`config.mk`:
```
export PLATFORM = sky130hd
export DESIGN_NAME = stim_driver
export DESIGN_NICKNAME = d
export VERILOG_FILES = /design/src/rtl/stim_driver.sv
export SDC_FILE = /design/constraint.sdc
export NUM_CORES = 1
export LEC_CHECK = 0
export ABC_CLOCK_PERIOD_IN_PS = 1710
export CORE_ASPECT_RATIO = 0.8
export CORE_UTILIZATION = 45
export DETAILED_ROUTE_END_ITERATION = 8
export GPL_ROUTABILITY_DRIVEN = 0
export GPL_TIMING_DRIVEN = 0
export PLACE_DENSITY_LB_ADDON = 0.25
export SLEW_MARGIN = 0
export SYNTH_ARGS = -nofsm -noshare
export SYNTH_HDL_FRONTEND = slang
export SYNTH_SLANG_ARGS = --single-unit
```
`constraint.sdc`:
```
create_clock -name CLK -period 1.71 [get_ports CLK]
set_input_delay 0.513 -clock CLK [delete_from_list [all_inputs] [get_ports CLK]]
set_output_delay 0.513 -clock CLK [all_outputs]
set_load 0.01 [all_outputs]
```
`src/rtl/stim_driver.sv`:
```
// stim_driver: walks a shift-register DUT through a fixed sequence of
// operating-mode phases (load/shift/rotate/hold/disable) for a programmed
// number of rounds, with pseudo-random data from an 8-bit Fibonacci LFSR.
// All outputs come straight from flops; they are computed from the
// next-state values so that they line up with the state register.
module stim_driver #(
   parameter int         PHASE_LEN = 8,
   parameter int         ROUNDS    = 4,
   parameter logic [7:0] SEED      = 8'hA5
) (
   input  logic       CLK,
   input  logic       RESET_L,
   input  logic       START,
   output logic       ENB,
   output logic       DIR,
   output logic [1:0] MODO,
   output logic       S_IN,
   output logic [3:0] D,
   output logic [2:0] PHASE,
   output logic [7:0] ROUND,
   output logic       BUSY,
   output logic       DONE
);

   typedef enum logic [3:0] {
      S_IDLE = 4'd0,
      S_LOAD = 4'd1,
      S_SHL  = 4'd2,
      S_SHR  = 4'd3,
      S_ROTL = 4'd4,
      S_ROTR = 4'd5,
      S_HOLD = 4'd6,
      S_DIS  = 4'd7,
      S_DONE = 4'd8
   } state_t;

   localparam logic [7:0] LAST_CNT   = 8'(PHASE_LEN - 1);
   localparam logic [7:0] LAST_ROUND = 8'(ROUNDS - 1);

   state_t     state, state_nxt;
   state_t     after_load, after_load_nxt;   // phase entered when LOAD ends
   logic [7:0] cnt, cnt_nxt;
   logic [7:0] lfsr, lfsr_nxt, lfsr_step;
   logic [7:0] round, round_nxt;

   logic       enb_nxt, dir_nxt, s_in_nxt, busy_nxt, done_nxt;
   logic [1:0] modo_nxt;
   logic [3:0] d_nxt;
   logic [2:0] phase_nxt;

   // x^8+x^6+x^5+x^4+1, shifting towards the MSB
   assign lfsr_step = {lfsr[6:0], lfsr[7] ^ lfsr[5] ^ lfsr[4] ^ lfsr[3]};
   assign ROUND     = round;

   // Next-state: phase sequencing, cycle counting, round counting, LFSR stepping
   always_comb begin
      state_nxt      = state;
      after_load_nxt = after_load;
      cnt_nxt        = cnt;
      lfsr_nxt       = lfsr;
      round_nxt      = round;
      case (state)
         S_IDLE, S_DONE: begin
            if (START) begin
               state_nxt      = S_LOAD;
               after_load_nxt = S_SHL;
               cnt_nxt        = '0;
               lfsr_nxt       = SEED;
               round_nxt      = '0;
            end
         end
         S_LOAD: begin
            state_nxt = after_load;
            cnt_nxt   = '0;
            lfsr_nxt  = lfsr_step;
         end
         default: begin
            lfsr_nxt = lfsr_step;
            if (cnt == LAST_CNT) begin
               cnt_nxt   = '0;
               state_nxt = S_LOAD;
               case (state)
                  S_SHL:   after_load_nxt = S_SHR;
                  S_SHR:   after_load_nxt = S_ROTL;
                  S_ROTL:  after_load_nxt = S_ROTR;
                  S_ROTR:  after_load_nxt = S_HOLD;
                  S_HOLD:  after_load_nxt = S_DIS;
                  default: begin
                     // end of DIS closes the round
                     if (round == LAST_ROUND) begin
                        state_nxt = S_DONE;
                     end else begin
                        round_nxt      = round + 8'd1;
                        after_load_nxt = S_SHL;
                     end
                  end
               endcase
            end else begin
               cnt_nxt = cnt + 8'd1;
            end
         end
      endcase
   end

   // Output decode for the state about to be entered, using the LFSR value it will hold
   always_comb begin
      enb_nxt   = 1'b0;
      dir_nxt   = 1'b0;
      modo_nxt  = 2'b00;
      s_in_nxt  = 1'b0;
      d_nxt     = 4'h0;
      phase_nxt = 3'd0;
      busy_nxt  = 1'b1;
      done_nxt  = 1'b0;
      case (state_nxt)
         S_LOAD: begin
            enb_nxt   = 1'b1;
            modo_nxt  = 2'b10;
            d_nxt     = lfsr_nxt[3:0];
            phase_nxt = 3'd1;
         end
         S_SHL: begin
            enb_nxt   = 1'b1;
            s_in_nxt  = lfsr_nxt[0];
            phase_nxt = 3'd2;
         end
         S_SHR: begin
            enb_nxt   = 1'b1;
            dir_nxt   = 1'b1;
            s_in_nxt  = lfsr_nxt[0];
            phase_nxt = 3'd3;
         end
         S_ROTL: begin
            enb_nxt   = 1'b1;
            modo_nxt  = 2'b01;
            phase_nxt = 3'd4;
         end
         S_ROTR: begin
            enb_nxt   = 1'b1;
            dir_nxt   = 1'b1;
            modo_nxt  = 2'b01;
            phase_nxt = 3'd5;
         end
         S_HOLD: begin
            enb_nxt   = 1'b1;
            modo_nxt  = 2'b11;
            s_in_nxt  = lfsr_nxt[0];
            phase_nxt = 3'd6;
         end
         S_DIS: begin
            s_in_nxt  = lfsr_nxt[0];
            phase_nxt = 3'd7;
         end
         S_DONE: begin
            busy_nxt = 1'b0;
            done_nxt = 1'b1;
         end
         default: begin
            busy_nxt = 1'b0;
         end
      endcase
   end

   // State, counters, LFSR and registered outputs
   always_ff @(posedge CLK or negedge RESET_L) begin
      if (!RESET_L) begin
         state      <= S_IDLE;
         after_load <= S_SHL;
         cnt        <= '0;
         lfsr       <= SEED;
         round      <= '0;
         ENB        <= 1'b0;
         DIR        <= 1'b0;
         MODO       <= 2'b00;
         S_IN       <= 1'b0;
         D          <= 4'h0;
         PHASE      <= 3'd0;
         BUSY       <= 1'b0;
         DONE       <= 1'b0;
      end else begin
         state      <= state_nxt;
         after_load <= after_load_nxt;
         cnt        <= cnt_nxt;
         lfsr       <= lfsr_nxt;
         round      <= round_nxt;
         ENB        <= enb_nxt;
         DIR        <= dir_nxt;
         MODO       <= modo_nxt;
         S_IN       <= s_in_nxt;
         D          <= d_nxt;
         PHASE      <= phase_nxt;
         BUSY       <= busy_nxt;
         DONE       <= done_nxt;
      end
   end

endmodule
```
# Yosys cells after proc, flatten, opt, wreduce, memory -nomap -nowiden
# Index checks and enable logic that the tools add are counted.
# Widths: inputs -> output; s select.
# word_totals
output_inout_bits	22
ramBits	0
rom_bits	0
reg_bits	46
mem_count	0
latchBits	0
in_bits	3
# op_classes
n_eq_ne	21
multipliers	0
n_lt_le_gt_ge	0
n_reduce_logical	11
muxes	27
n_bitwise	4
n_div	0
n_addsub	2
shifts	0
# op_table
operator	n
$mux 8	7
$mux 4	8
$pmux 8 s2	2
$eq 4x3->1 const B	7
$pmux 3 s7	1
$pmux 4 s5	1
$add 8x1->8 const B	2
$eq 4x2->1 const B	4
$pmux 4 s2	2
$eq 4x1->1 const B	2
$eq 4x4->1 const B	2
$eq 8x2->1 const B	1
$eq 8x3->1 const B	1
$ne 7x1->1 const B	1
$reduce_or 7->1	1
$pmux 2 s3	1
$reduce_or 2->1	3
$reduce_or 6->1	1
$mux 1	5
$reduce_and 5->1	1
$reduce_or 5->1	1
$logic_not 4->1	1
$ne 2x1->1 const B	2
$reduce_and 4->1	1
other kinds (5)	7

# Logic depth before layout (Yosys ltp)
# Gate-level depths: netlist of run 1.
# logic_depth
depth_word	8
ltp_mapped	6
mapped_depth_nobuf	6

# Least setup slack after synthesis of run 1
# OpenSTA, ideal clock, no wires.
# synth_path
path_type	flip-flop to flip-flop
startpoint	reg round[0] (netlist: ROUND[0])
endpoint	reg after_load[2]
path_stages_with_launch	6
period_less_slack_ps	1940
slack_ps	-230
arrival_time_ps	1812
required_time_ps	1582
path_buffers	0
setup_ps	128
cell_sequence	dfrtp_1 > ha_1 > nor4b_1 > o311ai_2 > a31oi_2 > mux2_1
# synth_via
elab_chain_len	3
# synth_rtl
element	line_no	text
start, declared	44	logic [7:0] round, round_nxt;
start signal, assigned	185	round <= round_nxt;
$eq 8x2->1	90	if (round == LAST_ROUND) begin
$ne 7x1->1 (no source line)	n/a	
$reduce_and 4->1 (no source line)	n/a	
end signal, assigned	182	after_load <= after_load_nxt;
end, declared	41	state_t after_load, after_load_nxt;
# Every way passes these cells.
# A chain may end at the register's enable or synchronous reset.

# Worst setup path in the final report of run 1
# layout_path
startpoint	reg state[2]
endpoint	reg after_load[0]
# layout_via
elab_chain_len	4
word_cells_on_any_way	17
classes_between	eq/ne (9); mux (3); bitwise (1); reduce/logical (4)
# layout_rtl
element	line_no	text
start, declared	40	state_t state, state_nxt;
start signal, assigned	181	state <= state_nxt;
$eq 4x3->1 (tied with other cells)	82	case (state)
$pmux 4 s5 or $reduce_or 2->1 (tied branches)	n/a	
$mux 4 (tied with other cells)	79	if (cnt == LAST_CNT) begin
$pmux 4 s2 or $reduce_and 4->1 (tied branches)	n/a	
# Parallel ways exist; a longest one is shown, timed or not. The select of a mux whose other input is x is not followed.

==> reports/metrics.cfg, run 1 <==
[worst_setup_path]
critPathKind=register to register
slowest_delay_ns=0.50
path_buf_inv=1
cp_data_arrival_time_ns=2.06
cp-start-kind=register
path_depth=5
cpLargestDelayFamily=compound AO/OA/AOI/OAI gates
cp-end-kind=register
cpMaxStageDelayCell=dfrtp_2
worstPathRequired_ns=1.90
cp_max_fo=8
rr_worst_depth=5
crit_chain=and3_4 -> o311ai_4 -> a31oi_4 -> buf_4 -> a22o_1

[die]
io_pins=25
die_w_um=83.8
start_util=0.473
core.rowCount=23
die_area_um2=5650
core_area_um2=5090
fp.dieH_um=67.5

[grt]
antenna_found_initial=0
track_usage=0.227
grt_pass1_wl_um=9890
grt.overflow.total=0
grt_pass1_vias=1949
grt_max_degree=30

[clocking]
clock_sinks=45
cts_buffers=5
tritoncts=yes
clk_pin_slew_ns=0.09
clock_latency_ns=0.30
clockBufferDepth=2
cts_hold_repair.buffers=0
root_buffer=clkbuf_8
htree_levels=2

[synthesis]
yosysWarnings=0
synth_area_leaders=dfrtp_1 42%, dfstp_2 5.5%, nand2_1 4.2%, a21oi_1 2.7%, mux2i_1 2.5%
async_flop_share=1.00
synthCells=234
synth_area_um2=2410
synthesis.nets=239
synthDominantCellAreaShare=0.415
ys_types=61
ys_ff_latch=45
synth-edff-count=0
synth_flop_cell=dfrtp_1
syn_avg_cell_area_um2=10.3
yosysSeqAreaShare=0.470
yosysTopAreaCell=dfrtp_1

[sta]
hold_slack_ns=0.145
rsz0062_at_grt=yes
slew_violations=0
slew_headroom=0.670
tightest_slew_ns=0.494
period_share=1.09
fin_crit_ns=1.87
fmax_mhz=535
setup_violations=22
worst_slack_ns=-0.159
hold_viol_final=0
clock_skew_ns=0.00691

[placed_design]
pre_cts_ws_ns=-0.691
placed_cell_area_um2=2810
dp_hpwl_um=3810
portBuffers=24

[min_path]
min_path_type=primary input to asynchronous set/reset pin

[run_status]
status=finished with violations
violations=design-rule violations, negative setup slack

[route]
vias=2102
viasPerCell=5.89
wl_um=6140
drtAntennaViolNets=0
post-route-drc-count=5
wire_per_inst_um=17.2
first_pass_iters=8
dr.first_iter.drc_count=127

[power_and_ir_drop]
p_leak_nw=1.51
powerDensity_nw_per_um2=1600
peakVddDrop_v=0.00108

[final_layout]
final_net_count=299
drive_gt1_frac=0.353
final_common_cell=dfrtp_1
layout_common_cells=31 x dfrtp_1, 30 x buf_4, 26 x nand2_1, 11 x a21oi_1, 11 x clkdlybuf4s50_1
fill_cells=394
syn2layout_area_growth_pct=38.0
diodes=0
final_cell_area_um2=3320

[flow_run]
maxCapViolCount=0

worst register-to-register path: cells and delay by family (launching register included):
| kind | cells | cell delay, ns |
|---|---|---|
| compound gates | 3 | 0.86 |
| flops | 1 | 0.50 |
| simple gates | 1 | 0.22 |
| buf+inv | 1 | 0.18 |
cells in the mapped netlist (3+ instances only):
| cell type | n |
|---|---|
| a21o_1 | 3 |
| a21oi_1 | 13 |
| a22o_1 | 3 |
| a31oi_1 | 3 |
| and2_1 | 5 |
| and3_1 | 8 |
| buf_2 | 6 |
| clkbuf_1 | 3 |
| dfrtp_1 | 40 |
| dfstp_2 | 5 |
| inv_1 | 9 |
| mux2i_1 | 6 |
| nand2_1 | 27 |
| nand3_1 | 6 |
| nand3b_1 | 5 |
| nand4_1 | 4 |
| nor2_1 | 12 |
| nor3_1 | 3 |
| nor3b_1 | 3 |
| o21ai_0 | 7 |
| o21ai_1 | 3 |
| o31ai_1 | 5 |
| or4_1 | 3 |
| xnor2_1 | 3 |
state kept, by name, indices dropped and copies added (netlist names):
| signal | count |
|---|---|
| D | 4 |
| DONE | 1 |
| BUSY | 1 |
| lfsr | 8 |
| ENB | 1 |
| cnt | 8 |
| MODO | 2 |
| PHASE | 3 |
| ROUND | 8 |
| state | 4 |
| DIR | 1 |
| after_load | 3 |
| S_IN | 1 |
area by class of cell:
type                       instances  area, µm²  area share
tap                               62       77.6      0.0233
buffer                            11       92.6      0.0279
multi-input combinational        168       1390       0.419
clock inverter                     2       35.0      0.0105
sequential                        45       1140       0.344
clock buffer                       6       72.6      0.0218
timing repair buffer              54        475       0.143
inverter                           9       33.8      0.0102
metrics by stage:
stage	instances	utilization	power [mW]	TNS, ns
3_5_place_dp	321	0.552	3.93	-15.07
3_3_place_gp	320	0.549	3.90	-63.16
4_1_cts	354	0.631	5.11	-1.24
5_1_grt	357	0.653	5.66	-3.75
2_1_floorplan	234	-	3.24	-0.0129
6_report	357	0.653	5.33	-2.15
metal layers:
layer	up-vias	global-route usage	routed length, µm
li1	987	-	-
met5	-	0	0
met2	48	0.360	2850
met4	0	0.0517	52
met1	1059	0.328	3000
met3	8	0.0379	237
what timing repair did:
action / in CTS / in global routing
endpoints found under the setup margin: 42 / 34
cloned: 1 / 1
gates resized for setup: 38 / 27
setup buffers: 25 / 2
pin swaps: 12 / 6
report_power, final:
group,internal (mW),switching [mW],total [mW]
logic,1.28,1.47,2.76
registers,1.46,0.307,1.77
clock network,0.434,0.372,0.806
final timing paths:
| check | startpoint | to | slack (ns) |
|---|---|---|---|
| setup / recovery | state[2] | after_load[0] | -0.16 |
| hold / removal | RESET_L | ROUND[6] | 0.15 |
| setup reg to reg | state[2] | after_load[0] | -0.16 |
| hold reg to reg | lfsr[6] | lfsr[7] | 0.49 |
| max in group asynchronous | RESET_L | lfsr[2] | 1.00 |
| min in group CLK | lfsr[6] | lfsr[7] | 0.49 |
cells by family (layout without fill, tap and decap cells):
logic type      count (synthesis)  in the layout  share of synthesized area
xor+xnor                        5              5                     0.0182
simple gates                   93             93                      0.233
buf+inv                        21             82                     0.0421
compound gates                 59             59                      0.188
flops                          45             45                      0.470
fa+ha+maj                       2              2                     0.0104
mux                             9              9                     0.0389
No activity file was read; power rests on OpenSTA's default activity.
==> run 2, diff against run 1 <==
--- a/config.mk
+++ b/config.mk
@@ -10,7 +10,6 @@
 export CORE_UTILIZATION = 45
 export DETAILED_ROUTE_END_ITERATION = 8
 export GPL_ROUTABILITY_DRIVEN = 0
-export GPL_TIMING_DRIVEN = 0
 export PLACE_DENSITY_LB_ADDON = 0.25
 export SLEW_MARGIN = 0
 export SYNTH_ARGS = -nofsm -noshare
==> run 2 against run 1 <==
Net effect:
- the run still ends with design-rule violations, negative setup slack left
- wire length up 25%
- critical path depth up 1
- non-clock buffer count up 44
- clock power up 7.8%
- clock skew up 0.0057 ns
- register-to-register slack worse by 0.04 ns
- final cell count up 13%
- largest cell class unchanged
==> reports/metrics.cfg, run 2 (synthesis results as in run 1) <==
[worst_setup_path]
r2r-end=D[1]
cpMaxStageDelayCell=or4b_4
worstPathRequired_ns=1.93
cp_data_arrival_time_ns=2.13
rr_worst_depth=6
cp-start-kind=register
path_buf_inv=2
cpLargestDelayFamily=simple AND/OR/NAND/NOR gates
crit_chain=buf_6 -> or4b_4 -> o311ai_4 -> o211ai_1 -> buf_4 -> nor3b_2
r2r-start=state[1]
slowest_delay_ns=0.55
cp-end-kind=register
rrSetupSlack_ns=-0.20
crit_start=state[1]
cp_max_fo=7
critPathKind=register to register

[die]
core_area_um2=5090
die_area_um2=5650
io_pins=25
start_util=0.473
fp.dieH_um=67.5
die_w_um=83.8
core.rowCount=23

[clocking]
clk_pin_slew_ns=0.10
clock_sinks=45
root_buffer=clkbuf_8
htree_levels=2
clockBufferDepth=2
tritoncts=yes
cts_hold_repair.buffers=0
clock_latency_ns=0.31
cts_buffers=5

[sta]
hold_slack_ns=0.105
hold_viol_final=0
clock_skew_ns=0.0126
rsz0062_at_grt=yes
setup_violations=24
tightest_slew_ns=0.370
worst_slack_ns=-0.196
slew_violations=0
fin_crit_ns=1.91
fmax_mhz=525
slew_headroom=0.754
tns_ns=-2.34
period_share=1.11

[route]
wl_um=7660
wire_per_inst_um=19.0
post-route-drc-count=4
viasPerCell=5.77
vias=2318
first_pass_iters=7
dr.first_iter.drc_count=125
drtAntennaViolNets=0

[grt]
grt.overflow.total=0
grt_max_degree=33
antenna_found_initial=0
grt_pass1_wl_um=10800
track_usage=0.254
grt_pass1_vias=2231

[power_and_ir_drop]
p_switching_mw=2.48
power_frac_comb=0.591
power_mw=6.29
peakVddDrop_v=0.00149
seqPwrFrac=0.270
intPower_mw=3.80
clockPowerShare=0.138
powerDensity_nw_per_um2=1650
p_leak_nw=1.82
switching_share=0.395

[placed_design]
pre_cts_ws_ns=-0.543
dp_hpwl_um=4440
placed_cell_area_um2=3150
portBuffers=24
placed_cells=365

[final_layout]
drive_gt1_frac=0.471
syn2layout_area_growth_pct=58.3
final_cell_area_um2=3810
layout_common_cells=64 x buf_4, 38 x dfrtp_1, 26 x nand2_1, 17 x buf_6, 10 x dlymetal6s2s_1
fill_cells=350
diodes=0
final_net_count=344
fin_util=0.749
final_common_cell=buf_4
fin_cells=402

[flow_run]
maxCapViolCount=0

[run_status]
violations=design-rule violations, negative setup slack
status=finished with violations

[min_path]
min_path_type=primary input to asynchronous set/reset pin

run 2: changes by cell type in the layout (fill, tap and decap cells not counted), sizes merged:
cell | before | now
buf | 40 | 86
clkdlybuf4s50 | 11 | 2
dlymetal6s2s | 4 | 10
clkbuf | 8 | 6
clkdlybuf4s15 | 1 | 3
a21oi | 14 | 15
clkinv | 1 | 0
clkinvlp | 0 | 1
dlygate4sd2 | 7 | 8
run 2: power by group through the flow:
stage / registers (mW) / clock network [mW] / logic, mW
2_1_floorplan: 1.77 / 0 / 1.47
3_3_place_gp: 1.68 / 0 / 2.71
3_5_place_dp: 1.69 / 0 / 2.78
4_1_cts: 1.67 / 0.873 / 3.09
5_1_grt: 1.73 / 0.916 / 3.98
6_report: 1.70 / 0.869 / 3.72
run 2: what timing repair did:
item	4_1_cts	5_1_grt
buffers inserted	9	20
pin swaps	15	20
gates resized for setup	46	48
cloned	0	2
endpoints found under the setup margin	44	48
run 2: worst max-delay path by stage:
| stage | end | slack [ns] | depth (start not counted) |
|---|---|---|---|
| floorplan | after_load[2] | -0.01 | 5 |
| global placement | DONE | -0.51 | 5 |
| detailed placement | MODO[0] | -0.54 | 5 |
| CTS | D[3] | -0.13 | 5 |
| global route | D[0] | -0.26 | 8 |
| finish | D[1] | -0.20 | 6 |
run 2: final cells by class:
| cell class | count | area, µm² | area share |
|---|---|---|---|
| clock buffer | 6 | 82.6 | 0.0216 |
| timing repair buffer | 109 | 987 | 0.259 |
| sequential | 45 | 1130 | 0.297 |
| clock inverter | 2 | 37.5 | 0.00984 |
| multi-input combinational | 169 | 1460 | 0.383 |
| tap | 62 | 77.6 | 0.0203 |
| inverter | 9 | 33.8 | 0.00886 |
run 2: layer usage:
| layer | up-vias | global-route usage | routed length, µm |
|---|---|---|---|
| met5 | - | 0 | 0 |
| met3 | 17 | 0.0550 | 352 |
| li1 | 1075 | - | - |
| met1 | 1157 | 0.316 | 3370 |
| met4 | 0 | 0.125 | 198 |
| met2 | 69 | 0.427 | 3730 |
run 2: worst reg2reg max path, delay by kind of cell (launching register included):
kind | cells | cell delay [ns]
AO/OA/AOI/OAI | 2 | 0.25
buffers and inverters | 2 | 0.35
flip-flops | 1 | 0.45
AND/OR/NAND/NOR | 2 | 0.77
